[src/rtl/dbu_run_ctrl_pkg.sv]
`default_nettype none
// ============================================================================
//  Module   : dbu_run_ctrl_pkg
//  Purpose  : Shared debug-unit types and constants. Holds the run-control
//             state encoding and the default button debounce length.
//  Ports    : none (package)
//  Revision : 1.0  initial release
// ============================================================================
package dbu_run_ctrl_pkg;

   // Run-control states. The encoding is fixed so that debug tooling can
   // decode the state register directly.
   typedef enum logic [1:0] {
      ST_HALT  = 2'd0,
      ST_RUN   = 2'd1,
      ST_STEP  = 2'd2,
      ST_BREAK = 2'd3
   } run_state_e;

   // Default debounce length: 1 ms at 50 MHz.
   localparam int c_DB_CYCLES_DEFAULT = 50000;

endpackage : dbu_run_ctrl_pkg
`default_nettype wire

[src/rtl/dbu_run_ctrl_if.sv]
`default_nettype none
// ============================================================================
//  Module   : dbu_run_ctrl_if
//  Purpose  : Board/CPU-facing signal bundle of the run-control sequencer.
//  Ports    : master modport = board I/O + CPU side (drives switches, buttons,
//             breakpoint setup and PC; observes enable, address and status)
//             slave modport  = dbu_run_ctrl
//  Revision : 1.0  initial release
// ============================================================================
interface dbu_run_ctrl_if #(
   parameter int AW = 9
);
   logic          succ;
   logic          step;
   logic          inc;
   logic          dec;
   logic          bp_en;
   logic [31:0]   bp_addr;
   logic [31:0]   pc;
   logic          cpu_en;
   logic [AW-1:0] m_rf_addr;
   logic          halted;
   logic          bp_hit_o;
   logic [31:0]   en_cnt;

   modport master (
      output succ, step, inc, dec, bp_en, bp_addr, pc,
      input  cpu_en, m_rf_addr, halted, bp_hit_o, en_cnt
   );

   modport slave (
      input  succ, step, inc, dec, bp_en, bp_addr, pc,
      output cpu_en, m_rf_addr, halted, bp_hit_o, en_cnt
   );
endinterface : dbu_run_ctrl_if
`default_nettype wire

[src/rtl/dbu_run_ctrl_btn_cond.sv]
`default_nettype none
// ============================================================================
//  Module   : btn_cond
//  Purpose  : Conditions one raw push-button: 2-flop synchronizer, debounce
//             counter and a one-cycle pulse on each accepted 0->1 change.
//  Ports    : clk      system clock
//             rst      asynchronous active-low reset
//             i_btn    raw button level
//             o_pulse  one-cycle pulse per accepted press
//  Revision : 1.0  initial release
// ============================================================================
module btn_cond
   import dbu_run_ctrl_pkg::*;
#(
   parameter int DB_CYCLES = c_DB_CYCLES_DEFAULT
) (
   input  wire logic clk,
   input  wire logic rst,
   input  wire logic i_btn,
   output logic      o_pulse
);

   localparam int            c_CW      = $clog2(DB_CYCLES + 1);
   localparam logic [c_CW-1:0] c_CNT_MAX = c_CW'(DB_CYCLES - 1);

   logic [1:0]      r_sync;
   logic [c_CW-1:0] r_cnt;
   logic            r_level;
   logic            r_pulse;

   // r_cnt counts consecutive cycles in which the synchronized input
   // disagrees with the debounced level; any agreement restarts it, so the
   // level only follows after DB_CYCLES uninterrupted cycles.
   always_ff @(posedge clk or negedge rst) begin
      if (!rst) begin
         r_sync  <= 2'b00;
         r_cnt   <= '0;
         r_level <= 1'b0;
         r_pulse <= 1'b0;
      end else begin
         r_sync  <= {r_sync[0], i_btn};
         r_pulse <= 1'b0;
         if (r_sync[1] == r_level) begin
            r_cnt <= '0;
         end else if (r_cnt == c_CNT_MAX) begin
            r_cnt   <= '0;
            r_level <= r_sync[1];
            r_pulse <= r_sync[1];
         end else begin
            r_cnt <= r_cnt + 1'b1;
         end
      end
   end

   assign o_pulse = r_pulse;

endmodule : btn_cond
`default_nettype wire

[src/rtl/dbu_run_ctrl.sv]
`default_nettype none
// ============================================================================
//  Module   : dbu_run_ctrl
//  Purpose  : Debug-unit run-control sequencer. Produces a single-clock CPU
//             enable (continuous run / single step / one PC breakpoint) and a
//             wrapping debug view address driven by inc/dec buttons.
//  Ports    : clk   system clock
//             rst   asynchronous active-low reset
//             bus   dbu_run_ctrl_if.slave: succ/step/inc/dec, bp_en, bp_addr,
//                   pc in; cpu_en, m_rf_addr, halted, bp_hit_o, en_cnt out
//  Revision : 1.0  initial release
// ============================================================================
module dbu_run_ctrl
   import dbu_run_ctrl_pkg::*;
#(
   parameter int DB_CYCLES = c_DB_CYCLES_DEFAULT,
   parameter int AW        = 9
) (
   input  wire logic       clk,
   input  wire logic       rst,
   dbu_run_ctrl_if.slave   bus
);

   logic          w_step_p;
   logic          w_inc_p;
   logic          w_dec_p;
   logic [1:0]    r_succ_sync;
   logic          w_succ_s;
   logic          w_bp_hit;
   run_state_e    r_state;
   run_state_e    w_next;
   logic          w_cpu_en;
   logic          w_halted;
   logic          w_in_break;
   logic [AW-1:0] r_addr;
   logic [31:0]   r_en_cnt;

   // ------------------------------------------------------------------
   // Button conditioning
   // ------------------------------------------------------------------
   btn_cond #(.DB_CYCLES(DB_CYCLES)) u_step (
      .clk     (clk),
      .rst     (rst),
      .i_btn   (bus.step),
      .o_pulse (w_step_p)
   );

   btn_cond #(.DB_CYCLES(DB_CYCLES)) u_inc (
      .clk     (clk),
      .rst     (rst),
      .i_btn   (bus.inc),
      .o_pulse (w_inc_p)
   );

   btn_cond #(.DB_CYCLES(DB_CYCLES)) u_dec (
      .clk     (clk),
      .rst     (rst),
      .i_btn   (bus.dec),
      .o_pulse (w_dec_p)
   );

   // The run switch is a level, so it is only synchronized, not debounced.
   always_ff @(posedge clk or negedge rst) begin
      if (!rst) begin
         r_succ_sync <= 2'b00;
      end else begin
         r_succ_sync <= {r_succ_sync[0], bus.succ};
      end
   end

   assign w_succ_s = r_succ_sync[1];
   assign w_bp_hit = bus.bp_en & (bus.pc == bus.bp_addr);

   // ------------------------------------------------------------------
   // Run-control FSM
   // ------------------------------------------------------------------
   always_ff @(posedge clk or negedge rst) begin
      if (!rst) begin
         r_state <= ST_HALT;
      end else begin
         r_state <= w_next;
      end
   end

   always_comb begin
      w_next = r_state;
      unique case (r_state)
         ST_HALT: begin
            if (w_step_p) begin
               w_next = ST_STEP;
            end else if (w_succ_s) begin
               w_next = ST_RUN;
            end
         end
         // A step pulse arriving here is intentionally ignored.
         ST_STEP: begin
            w_next = ST_HALT;
         end
         ST_RUN: begin
            if (!w_succ_s) begin
               w_next = ST_HALT;
            end else if (w_bp_hit) begin
               w_next = ST_BREAK;
            end
         end
         ST_BREAK: begin
            // Stepping out of BREAK executes the breakpoint instruction;
            // the following HALT then resumes RUN if the switch is still on.
            if (!w_succ_s) begin
               w_next = ST_HALT;
            end else if (w_step_p) begin
               w_next = ST_STEP;
            end
         end
         default: begin
            w_next = ST_HALT;
         end
      endcase
   end

   // In RUN the enable is withheld in the very cycle the breakpoint matches
   // or the switch drops, so the instruction at bp_addr is never issued.
   always_comb begin
      w_cpu_en   = 1'b0;
      w_halted   = 1'b0;
      w_in_break = 1'b0;
      unique case (r_state)
         ST_HALT:  w_halted   = 1'b1;
         ST_STEP:  w_cpu_en   = 1'b1;
         ST_RUN:   w_cpu_en   = ~w_bp_hit & w_succ_s;
         ST_BREAK: begin
            w_halted   = 1'b1;
            w_in_break = 1'b1;
         end
         default:  w_halted   = 1'b1;
      endcase
   end

   // ------------------------------------------------------------------
   // Debug view address and enable counter
   // ------------------------------------------------------------------
   always_ff @(posedge clk or negedge rst) begin
      if (!rst) begin
         r_addr <= '0;
      end else begin
         unique case ({w_inc_p, w_dec_p})
            2'b10:   r_addr <= r_addr + 1'b1;
            2'b01:   r_addr <= r_addr - 1'b1;
            default: r_addr <= r_addr;
         endcase
      end
   end

   always_ff @(posedge clk or negedge rst) begin
      if (!rst) begin
         r_en_cnt <= 32'd0;
      end else if (w_cpu_en) begin
         r_en_cnt <= r_en_cnt + 32'd1;
      end
   end

   assign bus.cpu_en    = w_cpu_en;
   assign bus.halted    = w_halted;
   assign bus.bp_hit_o  = w_in_break;
   assign bus.m_rf_addr = r_addr;
   assign bus.en_cnt    = r_en_cnt;

endmodule : dbu_run_ctrl
`default_nettype wire

[src/flat_wrapper.sv]
// flat-port wrapper written by rule: the top's interface ports become plain ports
module dbu_run_ctrl_flat import dbu_run_ctrl_pkg::*;
#(
   parameter int DB_CYCLES = c_DB_CYCLES_DEFAULT,
   parameter int AW        = 9
)
  (clk, rst, bus_succ, bus_step, bus_inc, bus_dec, bus_bp_en, bus_bp_addr, bus_pc, bus_cpu_en, bus_m_rf_addr, bus_halted, bus_bp_hit_o, bus_en_cnt);
  dbu_run_ctrl_if #(.AW(AW)) bus_i ();
  input  wire logic clk;
  input  wire logic rst;
  input wire logic [$bits(bus_i.succ)-1:0] bus_succ;
  input wire logic [$bits(bus_i.step)-1:0] bus_step;
  input wire logic [$bits(bus_i.inc)-1:0] bus_inc;
  input wire logic [$bits(bus_i.dec)-1:0] bus_dec;
  input wire logic [$bits(bus_i.bp_en)-1:0] bus_bp_en;
  input wire logic [$bits(bus_i.bp_addr)-1:0] bus_bp_addr;
  input wire logic [$bits(bus_i.pc)-1:0] bus_pc;
  output wire logic [$bits(bus_i.cpu_en)-1:0] bus_cpu_en;
  output wire logic [$bits(bus_i.m_rf_addr)-1:0] bus_m_rf_addr;
  output wire logic [$bits(bus_i.halted)-1:0] bus_halted;
  output wire logic [$bits(bus_i.bp_hit_o)-1:0] bus_bp_hit_o;
  output wire logic [$bits(bus_i.en_cnt)-1:0] bus_en_cnt;
  assign bus_i.succ = bus_succ;
  assign bus_i.step = bus_step;
  assign bus_i.inc = bus_inc;
  assign bus_i.dec = bus_dec;
  assign bus_i.bp_en = bus_bp_en;
  assign bus_i.bp_addr = bus_bp_addr;
  assign bus_i.pc = bus_pc;
  assign bus_cpu_en = bus_i.cpu_en;
  assign bus_m_rf_addr = bus_i.m_rf_addr;
  assign bus_halted = bus_i.halted;
  assign bus_bp_hit_o = bus_i.bp_hit_o;
  assign bus_en_cnt = bus_i.en_cnt;
  dbu_run_ctrl #(.DB_CYCLES(DB_CYCLES), .AW(AW)) u_core (.clk(clk), .rst(rst), .bus(bus_i));
endmodule
[config.mk]
export PLATFORM = sky130hd
export DESIGN_NAME = dbu_run_ctrl_flat
export DESIGN_NICKNAME = d
export VERILOG_FILES = /design/src/rtl/dbu_run_ctrl_pkg.sv /design/src/rtl/dbu_run_ctrl_if.sv /design/src/rtl/dbu_run_ctrl_btn_cond.sv /design/src/rtl/dbu_run_ctrl.sv /design/src/flat_wrapper.sv
export SDC_FILE = /design/constraint.sdc
export NUM_CORES = 1
export LEC_CHECK = 0
export CORE_ASPECT_RATIO = 1.2
export CORE_MARGIN = 2
export CORE_UTILIZATION = 45
export CTS_BUF_LIST = sky130_fd_sc_hd__clkbuf_2
export DETAILED_ROUTE_END_ITERATION = 10
export PLACE_DENSITY = 0.72
export REMOVE_ABC_BUFFERS = 1
export SLEW_MARGIN = 20
export SYNTH_ARGS = -nofsm -noshare
export SYNTH_HDL_FRONTEND = slang
export SYNTH_SLANG_ARGS = --single-unit
export TNS_END_PERCENT = 20
[constraint.sdc]
create_clock -name clk -period 5.3 [get_ports clk]
set_clock_uncertainty 0.1 [all_clocks]
set_input_delay 1.06 -clock clk [delete_from_list [all_inputs] [get_ports clk]]
set_output_delay 1.06 -clock clk [all_outputs]
set_load 0.01 [all_outputs]
==> results.ini <==
[run_status]
status=complete, no violations

[yosys]
postSynthRegisterBits=105
synth_area_mm2=0.005294
synth_top_family_by_area=simple AND/OR/NAND/NOR gates
synth-compound-area-share=0.03096
synthMuxAreaShare=0.01465
post_synth_and_or_nand_nor_area_fraction=0.2104
ys_types=38
ys_warn_count=0
postSynthCellCount=514
avgSynthCellArea_um2=10.30
synthXorXnorAreaFrac=0.1886
synthAdderAreaFrac=0.04396
ys_seq_area_frac=0.4963

[cts]
cts_setup_buffers=0
cts_resized=0
insertion_delay_ns=0.57
cts_tree=built
cts.clk_slew.worst_paths_ns=0.23
cts_buffer_depth=2
htreeDepth=3
cts_buffers=9
cts_hold_buffers=0
cts.sinks=105
cts_root_buffer=clkbuf_2

[timing]
finalSetupTns_ns=0
relSlewSlack=0.4447
fin_crit_sh=0.7965
max_freq_ghz=0.2369
tightestPinTransition_ns=0.8329
rsz0062_at_grt=no
hold_viol_final=0
slew_viol_final=0
layout_setup_ws_ns=1.079
period_needed_ns=4.221
setup_viol=0

[power_and_ir_drop]
p_clk_frac=0.266
seqPwrFrac=0.514
power_uw=1704
power.internal_uw=1228
power.density_mw_per_mm2=252.2
net-switching-power_uw=476.5
leakage_uw=0.002923
peakVddDrop_v=0.0002065
pwr-share-comb=0.220
power.share.switching=0.2796

[routing]
first_iter_violations=137
drt_wl_total_um=11040
via_per_inst=5.088
firstDrtPassIters=4
vias=4035
drc=0
post_drt_wl_per_cell_um=13.93
ant_nets=0

[place]
pre_cts_ws_ns=1.048
dp.cells=777
dp_hpwl_um=8218
io_buffers=114
place_congestion=0.7975

[setup_path]
cp-start-kind=primary input
crit_slowest_cell=clkdlybuf4s50_1
cp_cell_sequence=clkdlybuf4s50_1, xnor2_1, nand4_1, nor4_1, nand4_1, o21a_1, clkdlybuf4s50_1
cp.arrival_ns=3.06
cp_data_required_time_ns=4.14
worstSetupPathType=primary input to primary output
r2r-start=u_core.u_inc.o_pulse
reg2reg_depth=10
rrSetupSlack_ns=2.64
cp_max_fo=2
r2r_end=u_core.bus.m_rf_addr[7]
max_stage_delay_ns=0.53
worstSetupEndpointType=primary output

[floorplan]
design.core.area_mm2=0.01151
die_h_um=122.8
fp.dieArea_mm2=0.01265
rows=43
ios=115
start_util=0.4598
die-width_um=103.0

[worst_hold_path]
min_to=u_core.u_step.r_sync[1]
min_path_type=flop to flop
min-delay-start=u_core.u_step.r_sync[0]
whs_path_depth=0

[finish]
drive_gt1_frac=0.04724
nNetsFinal=720
layout_commonest_cell=clkdlybuf4s50_1
final_cell_mix=113 x clkdlybuf4s50_1, 105 x dfrtp_1, 80 x xnor2_1
final_cells=793
final_util=0.5870
areaGrowthSynthToFinish_pct=27.68

[global_routing]
grt_pass1_wl_um=17860
track_usage=0.1794
antenna_found_initial=0
grt_pass1_vias=4034
grt_max_degree=69
grt-ovfl-total=0

[flow_run]
drv_cap=0

-- through the flow --
stage	hold slack, ns	instance area (um2)
6_report	0.2809	6759
5_1_grt	0.2968	6756
4_1_cts	0.2836	6756
3_5_place_dp	0.2347	6601
3_3_place_gp	0.2339	6601
2_1_floorplan	0.2312	5251
-- Yosys cell counts --
| master | number | area share |
|---|---|---|
| nor3_1 | 15 | 0.014 |
| nor4_4 | 1 | 0.0040 |
| buf_4 | 1 | 0.0014 |
| a21oi_1 | 9 | 0.0085 |
| or3_1 | 2 | 0.0024 |
| o21bai_1 | 3 | 0.0043 |
| nor2b_1 | 1 | 0.0012 |
| nand3_1 | 25 | 0.024 |
| ha_1 | 17 | 0.040 |
| a211o_1 | 1 | 0.0017 |
| and3_1 | 23 | 0.027 |
| and4_1 | 1 | 0.0017 |
| inv_1 | 10 | 0.0071 |
| xnor2_1 | 80 | 0.13 |
| nor4_1 | 2 | 0.0024 |
| a21o_1 | 1 | 0.0014 |
| nor3b_1 | 3 | 0.0043 |
| or2_2 | 2 | 0.0024 |
| dfrtp_1 | 105 | 0.50 |
| buf_2 | 1 | 0.00094 |
| nor2_1 | 65 | 0.046 |
| and2_1 | 5 | 0.0059 |
| fa_1 | 1 | 0.0038 |
| nor4b_1 | 3 | 0.0050 |
| o21a_1 | 3 | 0.0043 |
| nand2b_1 | 1 | 0.0012 |
| mux2_2 | 6 | 0.013 |
| a31oi_1 | 2 | 0.0024 |
| xor2_1 | 34 | 0.056 |
| nand2_1 | 42 | 0.030 |
| nand2_4 | 1 | 0.0021 |
| buf_1 | 1 | 0.00071 |
| nand4_1 | 28 | 0.033 |
| clkbuf_1 | 7 | 0.0050 |
| and3_4 | 1 | 0.0021 |
| mux2i_1 | 1 | 0.0019 |
| and4_2 | 1 | 0.0019 |
| o21ai_0 | 9 | 0.0085 |
-- sequential cells by signal, indices dropped and copies added, names as in the netlist --
register               flops
u_core.u_step.r_cnt       16
u_core.u_dec.r_level       1
u_core.u_inc.o_pulse       1
u_core.u_step.r_sync       2
u_core.u_dec.r_sync        2
u_core.bus.en_cnt         32
u_core.u_step.r_level      1
u_core.u_inc.r_sync        2
u_core.r_state             2
u_core.u_inc.r_cnt        16
u_core.u_inc.r_level       1
u_core.u_dec.r_cnt        16
u_core.u_step.o_pulse      1
u_core.u_dec.o_pulse       1
u_core.bus.m_rf_addr       9
u_core.r_succ_sync         2
-- routing by layer --
metal  vias up  track usage  share of wire
li1       1972            -              -
met1      1940       0.2092           0.40
met2       112       0.3178           0.51
met3        11      0.05239          0.078
met5         -            0              0
met4         0      0.05099          0.011
-- worst max-delay path, delay by kind of cell --
family                 cells  cell delay, ns
AND/OR/NAND/NOR            3            0.57
XOR/XNOR                   1            0.14
AO/OA/AOI/OAI              1            0.27
buffers and inverters      2            1.03
-- cell families after synthesis --
kind of cell	Yosys count
AO/OA/AOI/OAI	28
XOR/XNOR	114
adder cells (fa/ha/maj)	18
buffers and inverters	20
flip-flops	105
multiplexers	7
AND/OR/NAND/NOR	222
-- final cells by class --
class / instances / area, um2
Fill cell: 1042 / 4755
Sequential cell: 105 / 2628
Multi-Input combinational cell: 389 / 2586
Timing Repair Buffer: 116 / 1154
Tap cell: 157 / 196.4
Clock inverter: 5 / 105.1
Clock buffer: 10 / 50.05
Inverter: 10 / 37.54
Antenna cell: 1 / 2.502
-- worst max path at each step --
stage / depth (start not counted) / startpoint / slack [ns] / to
2_1_floorplan: 5 / bus_bp_addr[16] / 1.99 / bus_cpu_en
3_3_place_gp: 7 / bus_bp_addr[10] / 1.09 / bus_cpu_en
3_5_place_dp: 7 / bus_bp_addr[29] / 1.05 / bus_cpu_en
4_1_cts: 7 / bus_bp_addr[29] / 1.04 / bus_cpu_en
5_1_grt: 7 / bus_bp_addr[29] / 0.96 / bus_cpu_en
6_report: 7 / bus_bp_addr[29] / 1.08 / bus_cpu_en
-- power by group through the flow --
stage / Sequential (uW) / Combinational [uW] / Clock (uW)
3_3_place_gp: 888 / 366 / 0
2_1_floorplan: 891 / 174 / 0
3_5_place_dp: 889 / 378 / 0
5_1_grt: 884 / 416 / 502
4_1_cts: 877 / 380 / 469
6_report: 876 / 375 / 454
(Power assumes the default switching activity.)
